### config.mk
export PLATFORM = sky130hd
export DESIGN_NAME = trap_ctrl
export DESIGN_NICKNAME = d
export VERILOG_FILES = /design/src/rtl/common_types_pkg.sv /design/src/rtl/irq_sync.sv /design/src/rtl/trap_ctrl.sv
export SDC_FILE = /design/constraint.sdc
export NUM_CORES = 1
export LEC_CHECK = 0
export CORE_ASPECT_RATIO = 0.75
export CORE_MARGIN = 2
export CORE_UTILIZATION = 46
export CTS_BUF_LIST = sky130_fd_sc_hd__clkbuf_2 sky130_fd_sc_hd__clkbuf_4 sky130_fd_sc_hd__clkbuf_8
export CTS_CLUSTER_DIAMETER = 80
export CTS_CLUSTER_SIZE = 12
export DETAILED_ROUTE_END_ITERATION = 8
export GPL_ROUTABILITY_DRIVEN = 1
export GPL_TIMING_DRIVEN = 0
export HOLD_SLACK_MARGIN = 0.03
export PLACE_DENSITY = 0.9
export SLEW_MARGIN = 20
export SYNTH_ARGS = -nofsm -noshare
export SYNTH_HDL_FRONTEND = slang
export SYNTH_HIERARCHICAL = 1
export SYNTH_SLANG_ARGS = --single-unit
### constraint.sdc
create_clock -name clk -period 5.85 [get_ports clk]
set_clock_uncertainty 0.1 [all_clocks]
set_input_delay 1.17 -clock clk [delete_from_list [all_inputs] [get_ports clk]]
set_output_delay 1.17 -clock clk [all_outputs]
set_load 0.005 [all_outputs]
### src/rtl/common_types_pkg.sv
// Shared word type plus trap-controller state, cause codes and mtvec mode encodings.
package common_types_pkg;
  localparam int WORD_W = 32;
  typedef logic [WORD_W-1:0] word_t;

  typedef enum logic [1:0] {IDLE, FLUSH, REDIRECT} trap_state_t;

  localparam word_t CAUSE_ILLEGAL = 32'd2;
  localparam word_t CAUSE_BREAK   = 32'd3;
  localparam word_t CAUSE_ECALL_M = 32'd11;
  localparam word_t CAUSE_MSI     = 32'd3;
  localparam word_t CAUSE_MTI     = 32'd7;
  localparam word_t CAUSE_MEI     = 32'd11;

  localparam int         INT_BIT        = 31;
  localparam logic [1:0] MTVEC_VECTORED = 2'd1;
endpackage

### src/rtl/irq_sync.sv
// Reset-to-zero flop chain that brings an asynchronous interrupt line into the clk domain.
module irq_sync #(
  parameter int STAGES = 2
) (
  input  logic clk,
  input  logic rst,
  input  logic d,
  output logic q
);
  logic [STAGES-1:0] chain;

  always_ff @(posedge clk) begin
    if (rst) chain <= '0;
    else     chain <= {chain[STAGES-2:0], d};
  end

  assign q = chain[STAGES-1];
endmodule

### src/rtl/trap_ctrl.sv
// Trap controller: arbitrates exceptions, interrupts and mret, flushes and redirects fetch.
// Optional TRAP_IRQ_SYNC_EN adds an IRQ_SYNC_STAGES-deep synchroniser on each interrupt line.
module trap_ctrl
  import common_types_pkg::*;
#(
  parameter int IRQ_SYNC_STAGES = 2
) (
  input  logic              clk,
  input  logic              rst,
  input  logic              ex_valid,
  input  logic              ex_illegal,
  input  logic              ex_ebreak,
  input  logic              ex_ecall,
  input  logic [WORD_W-1:0] ex_pc,
  input  logic              mret,
  input  logic              int_pc_valid,
  input  logic [WORD_W-1:0] int_pc,
  input  logic              irq_sw,
  input  logic              irq_timer,
  input  logic              irq_ext,
  input  logic              csr_interrupt_en,
  input  logic [WORD_W-1:0] csr_mie,
  input  logic [1:0]        csr_mtvec_mode,
  input  logic [29:0]       csr_mtvec_base,
  input  logic [WORD_W-1:0] csr_mepc,
  output logic              csr_exception,
  output logic [WORD_W-1:0] csr_exception_cause,
  output logic [WORD_W-1:0] csr_exception_pc,
  output logic              flush,
  output logic              redirect_valid,
  output logic [WORD_W-1:0] redirect_pc,
  input  logic              redirect_ready,
  output logic              busy
);
  if (IRQ_SYNC_STAGES < 2 || IRQ_SYNC_STAGES > 3) begin : g_bad_sync_depth
    $error("trap_ctrl: IRQ_SYNC_STAGES must be 2..3");
  end

  logic irq_sw_s, irq_timer_s, irq_ext_s;
`ifdef TRAP_IRQ_SYNC_EN
  irq_sync #(.STAGES(IRQ_SYNC_STAGES)) u_sync_sw    (.clk(clk), .rst(rst), .d(irq_sw),    .q(irq_sw_s));
  irq_sync #(.STAGES(IRQ_SYNC_STAGES)) u_sync_timer (.clk(clk), .rst(rst), .d(irq_timer), .q(irq_timer_s));
  irq_sync #(.STAGES(IRQ_SYNC_STAGES)) u_sync_ext   (.clk(clk), .rst(rst), .d(irq_ext),   .q(irq_ext_s));
`else
  assign irq_sw_s    = irq_sw;
  assign irq_timer_s = irq_timer;
  assign irq_ext_s   = irq_ext;
`endif

  logic unused_mie;
  assign unused_mie = ^{csr_mie[31:12], csr_mie[10:8], csr_mie[6:4], csr_mie[2:0]};

  logic [2:0] pend;
  logic       exc_take, irq_take;
  word_t      exc_cause, irq_cause, vec_base, vec_off, irq_target;

  assign pend     = {irq_ext_s & csr_mie[11], irq_sw_s & csr_mie[3], irq_timer_s & csr_mie[7]};
  assign exc_take = ex_valid & (ex_ebreak | ex_ecall | ex_illegal);
  assign irq_take = csr_interrupt_en & int_pc_valid & (|pend);
  assign vec_base = {csr_mtvec_base, 2'b00};

  always_comb begin
    exc_cause = CAUSE_ILLEGAL;
    if (ex_ebreak)     exc_cause = CAUSE_BREAK;
    else if (ex_ecall) exc_cause = CAUSE_ECALL_M;

    irq_cause = CAUSE_MTI;
    if (pend[2])      irq_cause = CAUSE_MEI;
    else if (pend[1]) irq_cause = CAUSE_MSI;
    irq_cause[INT_BIT] = 1'b1;

    // Vectored mode offsets by 4*code; wraps naturally at WORD_W bits.
    vec_off      = '0;
    vec_off[6:2] = irq_cause[4:0];
    irq_target   = (csr_mtvec_mode == MTVEC_VECTORED) ? vec_base + vec_off : vec_base;
  end

  trap_state_t state;
  word_t       target;

  always_ff @(posedge clk) begin
    if (rst) begin
      state               <= IDLE;
      target              <= '0;
      csr_exception       <= 1'b0;
      csr_exception_cause <= '0;
      csr_exception_pc    <= '0;
      flush               <= 1'b0;
      redirect_valid      <= 1'b0;
      redirect_pc         <= '0;
      busy                <= 1'b0;
    end else begin
      case (state)
        IDLE: begin
          if (exc_take) begin
            csr_exception       <= 1'b1;
            csr_exception_cause <= exc_cause;
            csr_exception_pc    <= ex_pc;
            flush               <= 1'b1;
            busy                <= 1'b1;
            target              <= vec_base;
            state               <= FLUSH;
          end else if (irq_take) begin
            csr_exception       <= 1'b1;
            csr_exception_cause <= irq_cause;
            csr_exception_pc    <= int_pc;
            flush               <= 1'b1;
            busy                <= 1'b1;
            target              <= irq_target;
            state               <= FLUSH;
          end else if (mret) begin
            flush  <= 1'b1;
            busy   <= 1'b1;
            target <= csr_mepc;
            state  <= FLUSH;
          end
        end
        FLUSH: begin
          csr_exception  <= 1'b0;
          flush          <= 1'b0;
          redirect_valid <= 1'b1;
          redirect_pc    <= target;
          state          <= REDIRECT;
        end
        REDIRECT: begin
          if (redirect_ready) begin
            redirect_valid <= 1'b0;
            busy           <= 1'b0;
            state          <= IDLE;
          end
        end
        default: state <= IDLE;
      endcase
    end
  end
endmodule

==> flow_summary.json, run 1 <==
{
  "ys_seq_area_share_pct": 37.82,
  "cts-htree-levels": 3,
  "vias": 6681,
  "synthArstFlopShare_pct": 0,
  "yosys_warnings": 6,
  "overflow": 0,
  "critPathCaptureType": "flop",
  "multi_input_area_um2": 3122,
  "cp_slowest_cell": "clkbuf_1",
  "status": "finished, final reports clean",
  "cts-root-buf": "clkbuf_8",
  "fill_cells": 1052,
  "ioPinCount": 273,
  "required_ns": 6.07,
  "p_clk_share_pct": 25.3,
  "arrival_ns": 4.29,
  "die-area_um2": 13230,
  "synth_cell_type_count": 65,
  "fin_nets": 1172,
  "p_comb_share_pct": 30.0,
  "grt_pass1_vias": 6079,
  "firstDrtPassIters": 5,
  "final_common_cell": "clkdlybuf4s50_1",
  "synth-edff-count": 0,
  "grt_pass1_wl_mm": 32.89,
  "yosys-top-cells-area": "dfxtp_1 (38%), nand2_1 (10%), a311oi_1 (6.8%), nor2_1 (5.2%), a21oi_1 (5.0%)",
  "crit_buf_inv": 4,
  "dpl.hpwl_mm": 16.52,
  "netlist_instances": 744,
  "relSlewSlack_pct": 33.52,
  "ctsResizeCount": 0,
  "final_cell_mix": "clkdlybuf4s50_1 (214), nand2_1 (151), dfxtp_1 (107)",
  "max-vdd-ir-drop_uv": 127.7,
  "internal_power_uw": 1257,
  "die_width_um": 132.1,
  "switching_power_uw": 644.0,
  "ctsHoldBuffers": 0,
  "finalCriticalPeriod_ns": 4.073,
  "setup_viol": 0,
  "netlist_area_um2": 5664,
  "cpMostUsedCell": "clkbuf_1",
  "leakage_uw": 0.003100,
  "drive_above_1_share_pct": 6.593,
  "ys_ff_latch": 107,
  "total_power_uw": 1901,
  "drv_cap": 0,
  "wl_met2_mm": 9.430,
  "hold_path_class": "reg2reg",
  "yosysTopAreaCell": "dfxtp_1",
  "highest-signal-layer": "met4",
  "hold_viol_final": 0,
  "die_y_um": 100.1,
  "met3RoutedLength_mm": 2.834,
  "synthToLayoutAreaGrowth_pct": 47.10,
  "crit_fanout": 10,
  "drt-initial-drc-count": 796,
  "start_util_pct": 46.69,
  "tns_ns": 0,
  "globalplace.congestion": 1.034,
  "achievable-frequency_ghz": 0.2455,
  "cts_buffers": 9,
  "drt-total-wl_mm": 21.73,
  "grt_usage_pct": 31.70,
  "antenna_found_initial": 0,
  "rsz0062_at_grt": "no",
  "critPathLaunchType": "input pin",
  "cts_tree": "built",
  "drc": 0,
  "ant_nets": 0,
  "io_buffers": 214,
  "regArea_um2": 2142,
  "p_sw_share_pct": 33.87,
  "via_per_inst": 5.725,
  "wl_per_cell_um": 18.62,
  "power_density_nw_per_um2": 228.2,
  "final_max_slew_viol_count": 0,
  "path_cells": "clkdlybuf4s50_1, o31a_1, clkbuf_1, clkbuf_1, clkbuf_1, o22ai_1, a211oi_1",
  "tightest_slew_ns": 0.9888,
  "synth_ff_type": "dfxtp_1",
  "clk_pin_slew_worst_paths_ns": 0.12,
  "power_frac_seq_pct": 44.6,
  "yosysTopAreaCellShare_pct": 37.82,
  "clock_sinks": 107,
  "clock_path_buffers": 2,
  "critPathTopFamily": "buffers and inverters",
  "avgSynthCellArea_um2": 7.613,
  "postCtsSetupBuffers": 0,
  "diodes": 0,
  "path_class": "in2reg",
  "worstSkewPairLatency_ns": 0.39,
  "num_rows": 35,
  "core_um2": 12130,
  "wirelength_met1_mm": 9.194,
  "grt_max_degree": 23,
  "critPathMaxStageDelay_ns": 0.62,
  "period_share_pct": 69.62
}
sequential cells by signal, summed over array words and instances, names as in the netlist:
signal,flops
state,2
csr_exception,1
busy,1
csr_exception_cause,5
redirect_valid,1
flush,1
redirect_pc,32
target,32
csr_exception_pc,32
layer usage:
metal | track usage, % | vias to the layer above
met3 | 13.08 | 42
met4 | 6.856 | 0
met5 | 0 | -
met1 | 42.99 | 3100
li1 | - | 3155
met2 | 47.40 | 384
path summary, 6_finish.rpt:
| check | start | endpoint | slack, ns | depth (start not counted) |
|---|---|---|---|---|
| max reg2reg | state[1] | target[19] | 3.26 | 6 |
| min reg2reg | redirect_pc[7] | redirect_pc[7] | 0.36 | 2 |
| min | redirect_pc[7] | redirect_pc[7] | 0.36 | 2 |
| max | ex_ecall | target[6] | 1.78 | 7 |
worst register-to-register path: stages (launching register included):
cell and delay [ns]:
dfxtp_1 0.39, or2_2 0.31, clkbuf_1 0.25, a21oi_1 0.38, clkbuf_1 0.59, o31ai_1 0.32, a21oi_1 0.19
power by group through the flow:
stage	Combinational (uW)	Clock (uW)	Sequential, uW
global placement	549	0	860
floorplan	261	0	858
global route	614	506	857
finish	571	481	849
detailed placement	554	0	863
CTS	557	479	847
per-stage QoR:
stage                     instances  utilization [%]  area, um^2  hold WS, ns  setup slack, ns
after global routing           1167            68.68        8332       0.3773            1.606
after CTS                      1166            68.64        8327       0.3625            1.924
after global placement         1150            66.87        8112       0.3392            1.522
final                          1167            68.68        8332       0.3599            1.777
after detailed placement       1150            66.87        8112       0.3470            1.534
after floorplan                 770                -        5762       0.3319            2.582
cell usage after synthesis (8+ instances only):
| cell | count |
|---|---|
| dfxtp_1 | 107 |
| a211oi_1 | 12 |
| nand2_1 | 151 |
| nor3_1 | 19 |
| o21ai_1 | 8 |
| nor2_1 | 79 |
| nand4_1 | 10 |
| or3_1 | 8 |
| a311oi_1 | 44 |
| buf_4 | 30 |
| nand3_1 | 13 |
| a221oi_1 | 9 |
| o21ai_0 | 12 |
| clkbuf_1 | 51 |
| a21oi_1 | 57 |
| and3_1 | 14 |
| inv_1 | 8 |
area by class of cell:
type / count / share of cell area, %
inverter: 8 / 0.3604
timing repair buffer: 215 / 25.77
buffer: 89 / 5.616
multi-input combinational: 566 / 37.47
clock buffer: 9 / 1.487
tap: 166 / 2.493
sequential: 107 / 25.71
clock inverter: 7 / 1.096
cells by family after synthesis:
family | count (synthesis) | share of synthesized area [%]
simple gates | 332 | 26.49
fa+ha+maj | 3 | 0.6628
other cells | 1 | 0.06621
flops | 107 | 37.82
buf+inv | 97 | 8.792
compound gates | 198 | 25.01
mux | 6 | 1.171
(Power assumes the default switching activity.)
==> run 2, diff against run 1 <==
- CORE_UTILIZATION: 46 -> 38
- PLACE_DENSITY: 0.9 -> 0.8
- clock period: 5.85 -> 3.37 ns (I/O delays scaled with it)
==> run 2 against run 1 <==
Final cell count increased by 2.7%; combinational power increased by 75%; sequential share of layout area decreased by 0.19 points; hold slack improved by 0.0013 ns; core utilization decreased by 11 points; wire length increased by 3.4%; global-route usage decreased by 5.0 points; non-clock buffer count decreased by 2; setup slack got worse by 1.8 ns; critical endpoint unchanged; highest routed layer unchanged.
==> flow_summary.json, run 2 (synthesis gave the netlist of run 1 again) <==
{
  "clk_pin_slew_worst_paths_ns": 0.13,
  "ctsHoldBuffers": 0,
  "p_comb_share_pct": 30.2,
  "overflow": 0,
  "die-area_um2": 15910,
  "status": "finished, final reports clean",
  "drt-initial-drc-count": 654,
  "grt_pass1_wl_mm": 33.12,
  "num_rows": 38,
  "required_ns": 3.58,
  "hold_slack_ns": 0.3612,
  "setup_ws_ns": 0.01306,
  "clock_path_buffers": 2,
  "drt-total-wl_mm": 22.47,
  "switching_power_uw": 1125,
  "cts-htree-levels": 3,
  "p_clk_share_pct": 25.2,
  "antenna_found_initial": 0,
  "p_sw_share_pct": 33.98,
  "wl_per_cell_um": 18.74,
  "hold_path_class": "reg2reg",
  "worstSkewPairLatency_ns": 0.38,
  "achievable-frequency_ghz": 0.2979,
  "firstDrtPassIters": 6,
  "final_max_slew_viol_count": 0,
  "grt_usage_pct": 26.72,
  "dp_cells": 1184,
  "die_width_um": 145.0,
  "relSlewSlack_pct": 48.80,
  "clock_sinks": 107,
  "hold_viol_final": 0,
  "die_y_um": 109.7,
  "tns_ns": 0,
  "total_power_uw": 3312,
  "tightest_slew_ns": 0.7610,
  "core_um2": 14500,
  "period_share_pct": 99.61,
  "power_density_nw_per_um2": 394.6,
  "io_buffers": 214,
  "rsz0062_at_grt": "yes",
  "finalCriticalPeriod_ns": 3.357,
  "diodes": 0,
  "drv_cap": 0,
  "start_util_pct": 39.06,
  "fin_nets": 1170,
  "grt_max_degree": 23,
  "stdcell_count": 1199,
  "leakage_uw": 0.003106,
  "cts-root-buf": "clkbuf_8",
  "synthToLayoutAreaGrowth_pct": 48.18,
  "setup_viol": 0,
  "drive_above_1_share_pct": 7.207,
  "ant_nets": 0,
  "critPathLaunchType": "input pin",
  "crit_fanout": 10,
  "final_common_cell": "clkdlybuf4s50_1",
  "cts_tree": "built",
  "dpl.hpwl_mm": 17.24,
  "globalplace.congestion": 0.9771,
  "largest_registers": "csr_exception_pc (32), redirect_pc (32), target (32)",
  "cts_buffers": 9,
  "grt_pass1_vias": 5999,
  "max-vdd-ir-drop_uv": 251.9,
  "drc": 0,
  "vias": 6578,
  "via_per_inst": 5.486,
  "critPathCaptureType": "flop",
  "arrival_ns": 3.57,
  "final_cell_mix": "clkdlybuf4s50_1 (214), nand2_1 (151), dfxtp_1 (107)",
  "path_class": "in2reg",
  "pre_cts_ws_ns": -0.4270,
  "internal_power_uw": 2187,
  "ioPinCount": 273,
  "power_frac_seq_pct": 44.6
}
==> run 2: cell types whose count changed in the layout (fill, tap and decap cells not counted) <==
| cell | before | now |
|---|---|---|
| o2111ai_1 | 2 | 1 |
| clkinv_8 | 3 | 2 |
| nor2b_2 | 0 | 1 |
| clkbuf_1 | 51 | 48 |
| nor2b_1 | 4 | 3 |
| o31ai_2 | 0 | 2 |
| nor4b_2 | 0 | 1 |
| nor4b_1 | 2 | 1 |
| o2111ai_2 | 0 | 1 |
| o31ai_1 | 7 | 5 |
| buf_4 | 30 | 31 |
| inv_8 | 0 | 2 |
| inv_6 | 2 | 1 |
==> run 2: cell type report <==
class,instances,area (um^2)
clock inverters,7,88.84
well taps,200,250.2
repair buffers,215,2150
plain buffers,87,461.7
fillers,1410,6108
flip-flops and latches,107,2142
multi-input cells,566,3147
inverters,8,30.03
clock buffers,9,123.9
==> run 2: power groups by stage <==
stage               logic, uW  registers, uW  clock network [uW]
finish                    999           1480                 836
global route             1080           1490                 888
CTS                       975           1470                 850
detailed placement        970           1500                   0
global placement          957           1500                   0
floorplan                 454           1490                   0
==> run 2: per-layer routing <==
metal	vias up	share of wire [%]	routed length (um)	track usage, %
li1	3140	-	-	-
met3	45	12	2714	10.87
met5	-	0	0	0
met2	362	42	9459	39.73
met1	3031	44	9774	36.03
met4	0	2.3	519	6.789
==> run 2: per-stage QoR <==
step | util, % | area (um^2)
2_1_floorplan | - | 5762
3_3_place_gp | 56.23 | 8154
3_5_place_dp | 56.23 | 8154
4_1_cts | 57.70 | 8368
5_1_grt | 57.88 | 8393
6_report | 57.88 | 8393
==> run 2: timing repair <==
| item | CTS | global route |
|---|---|---|
| pin swaps | 0 | 1 |
| resized for setup | 1 | 5 |
| setup buffers | 0 | 1 |
| setup endpoints to repair | 1 | 12 |
==> run 2: critical path, stage by stage <==
cell             delay [ns]
clkdlybuf4s50_1        0.55
o31a_1                 0.38
clkbuf_1               0.45
clkbuf_2               0.40
clkbuf_1               0.54
o22ai_1                0.30
a211oi_1               0.26
==> run 2: path summary, 6_finish.rpt <==
kind	start	to	slack, ns	depth (start not counted)
max reg2reg	state[1]	csr_exception_cause[2]	0.78	6
min reg2reg	target[0]	redirect_pc[0]	0.36	2
max	ex_valid	target[6]	0.01	7
min	target[0]	redirect_pc[0]	0.36	2
==> run 3, diff against run 2 <==
- CELL_PAD_IN_SITES_DETAIL_PLACEMENT: not set -> 1
- CELL_PAD_IN_SITES_GLOBAL_PLACEMENT: not set -> 1
- CORE_UTILIZATION: 38 -> 26
- PLACE_DENSITY: 0.8 -> 0.79
==> run 3 against run 2 <==
Clock-buffer cell count did not move; sequential power hardly changed; sequential share of layout area decreased by 0.45 points; combinational power is essentially flat; hold slack lost 0.00093 ns; critical endpoint is now target[5].
==> flow_summary.json, run 3 (synthesis gave the netlist of run 1 again) <==
{
  "status": "finished, final reports clean",
  "achievable-frequency_ghz": 0.3049,
  "groute.layer.met3.usage_pct": 4.988,
  "busiest_layer": "met2",
  "cts_tree": "built",
  "diodes": 0,
  "drive_above_1_share_pct": 7.600,
  "start_util_pct": 26.67,
  "cts-root-buf": "clkbuf_8",
  "rsz0062_at_grt": "no",
  "largest_registers": "csr_exception_pc (32), redirect_pc (32), target (32)",
  "stdcell_count": 1288,
  "clk_pin_slew_worst_paths_ns": 0.12,
  "max-vdd-ir-drop_uv": 195.6,
  "firstDrtPassIters": 5,
  "die-area_um2": 22990,
  "grt_pass1_wl_mm": 38.07,
  "cts-htree-levels": 3,
  "final_max_slew_viol_count": 0,
  "power_density_nw_per_um2": 396.5,
  "globalplace.congestion": 0.9003,
  "critPathCaptureType": "flop",
  "drt-initial-drc-count": 459,
  "num_rows": 46,
  "ctsResizeCount": 1,
  "grt_usage_pct": 21.23,
  "drv_cap": 0,
  "worstSkewPairLatency_ns": 0.39,
  "ctsHoldBuffers": 0,
  "period_share_pct": 97.33,
  "via_per_inst": 5.138,
  "clock_path_buffers": 2,
  "finalCriticalPeriod_ns": 3.280,
  "die_width_um": 174.4,
  "final_common_cell": "clkdlybuf4s50_1",
  "tightest_slew_ns": 0.8112,
  "fin_area_um2": 8543,
  "cts_buffers": 9,
  "grt_max_degree": 22,
  "antenna_found_initial": 0,
  "dpl.hpwl_mm": 19.84,
  "drt-total-wl_mm": 25.08,
  "arrival_ns": 3.50,
  "use_met2_pct": 33.58,
  "hold_path_class": "reg2reg",
  "place_area_um2": 8274,
  "critPathLaunchType": "input pin",
  "required_ns": 3.59,
  "vias": 6618,
  "ioPinCount": 273,
  "grt_pass1_vias": 6518,
  "path_class": "in2reg",
  "fill_cells": 2596,
  "dp_cells": 1273,
  "postCtsSetupBuffers": 0,
  "setup_viol": 0,
  "drc": 0,
  "crit_fanout": 10,
  "leakage_uw": 0.003121,
  "overflow": 0,
  "grt_use_met1_pct": 29.17,
  "final_cell_mix": "clkdlybuf4s50_1 (214), nand2_1 (151), dfxtp_1 (107)",
  "clock_sinks": 107,
  "hold_viol_final": 0,
  "synthToLayoutAreaGrowth_pct": 50.83,
  "wl_per_cell_um": 19.48,
  "relSlewSlack_pct": 45.50,
  "fin_nets": 1171,
  "die_y_um": 131.8,
  "total_power_uw": 3388,
  "post-route-util_pct": 40.23,
  "core_um2": 21240,
  "io_buffers": 214,
  "ant_nets": 0
}
==> run 3: area by class of cell <==
class	instances	area (um^2)	area share, %
Inverter	8	30.03	0.3515
Clock buffer	9	123.9	1.450
Timing Repair Buffer	215	2152	25.19
Tap cell	288	360.3	4.218
Multi-Input combinational cell	566	3161	36.99
Clock inverter	7	106.4	1.245
Sequential cell	107	2142	25.07
Buffer	88	467.9	5.477
==> run 3: routing by layer <==
layer / up-vias / share of wire (%)
met3: 31 / 8.5
met5: - / 0
li1: 3141 / -
met2: 281 / 44
met4: 0 / 1.7
met1: 3165 / 45
==> run 3: critical path, cell delays in order <==
cell,delay [ns]
clkdlybuf4s50_1,0.48
o31ai_2,0.61
clkbuf_1,0.46
clkbuf_1,0.64
a221oi_1,0.38
nor3_1,0.25
==> run 3: worst paths after layout <==
path	slack, ns	from	endpoint	cells after the start
max reg2reg	0.76	state[1]	csr_exception_cause[2]	6
min reg2reg	0.36	redirect_pc[31]	redirect_pc[31]	2
min	0.36	redirect_pc[31]	redirect_pc[31]	2
max	0.09	ex_ebreak	target[5]	6
==> run 3: metrics by stage <==
stage	hold slack [ns]	setup TNS (ns)	setup slack, ns
floorplan	0.3319	0	0.5983
global placement	0.3387	-20.41	-0.5350
detailed placement	0.3438	-18.69	-0.5836
CTS	0.3625	0	0.008197
global route	0.3831	0	0.0004785
finish	0.3602	0	0.08991
==> run 3: where the power goes <==
group          leakage [uW]  internal, uW  switching [uW]
clock network      0.000110           369             517
registers          0.000881          1400            80.0
logic               0.00213           486             540
total               0.00312          2250            1140
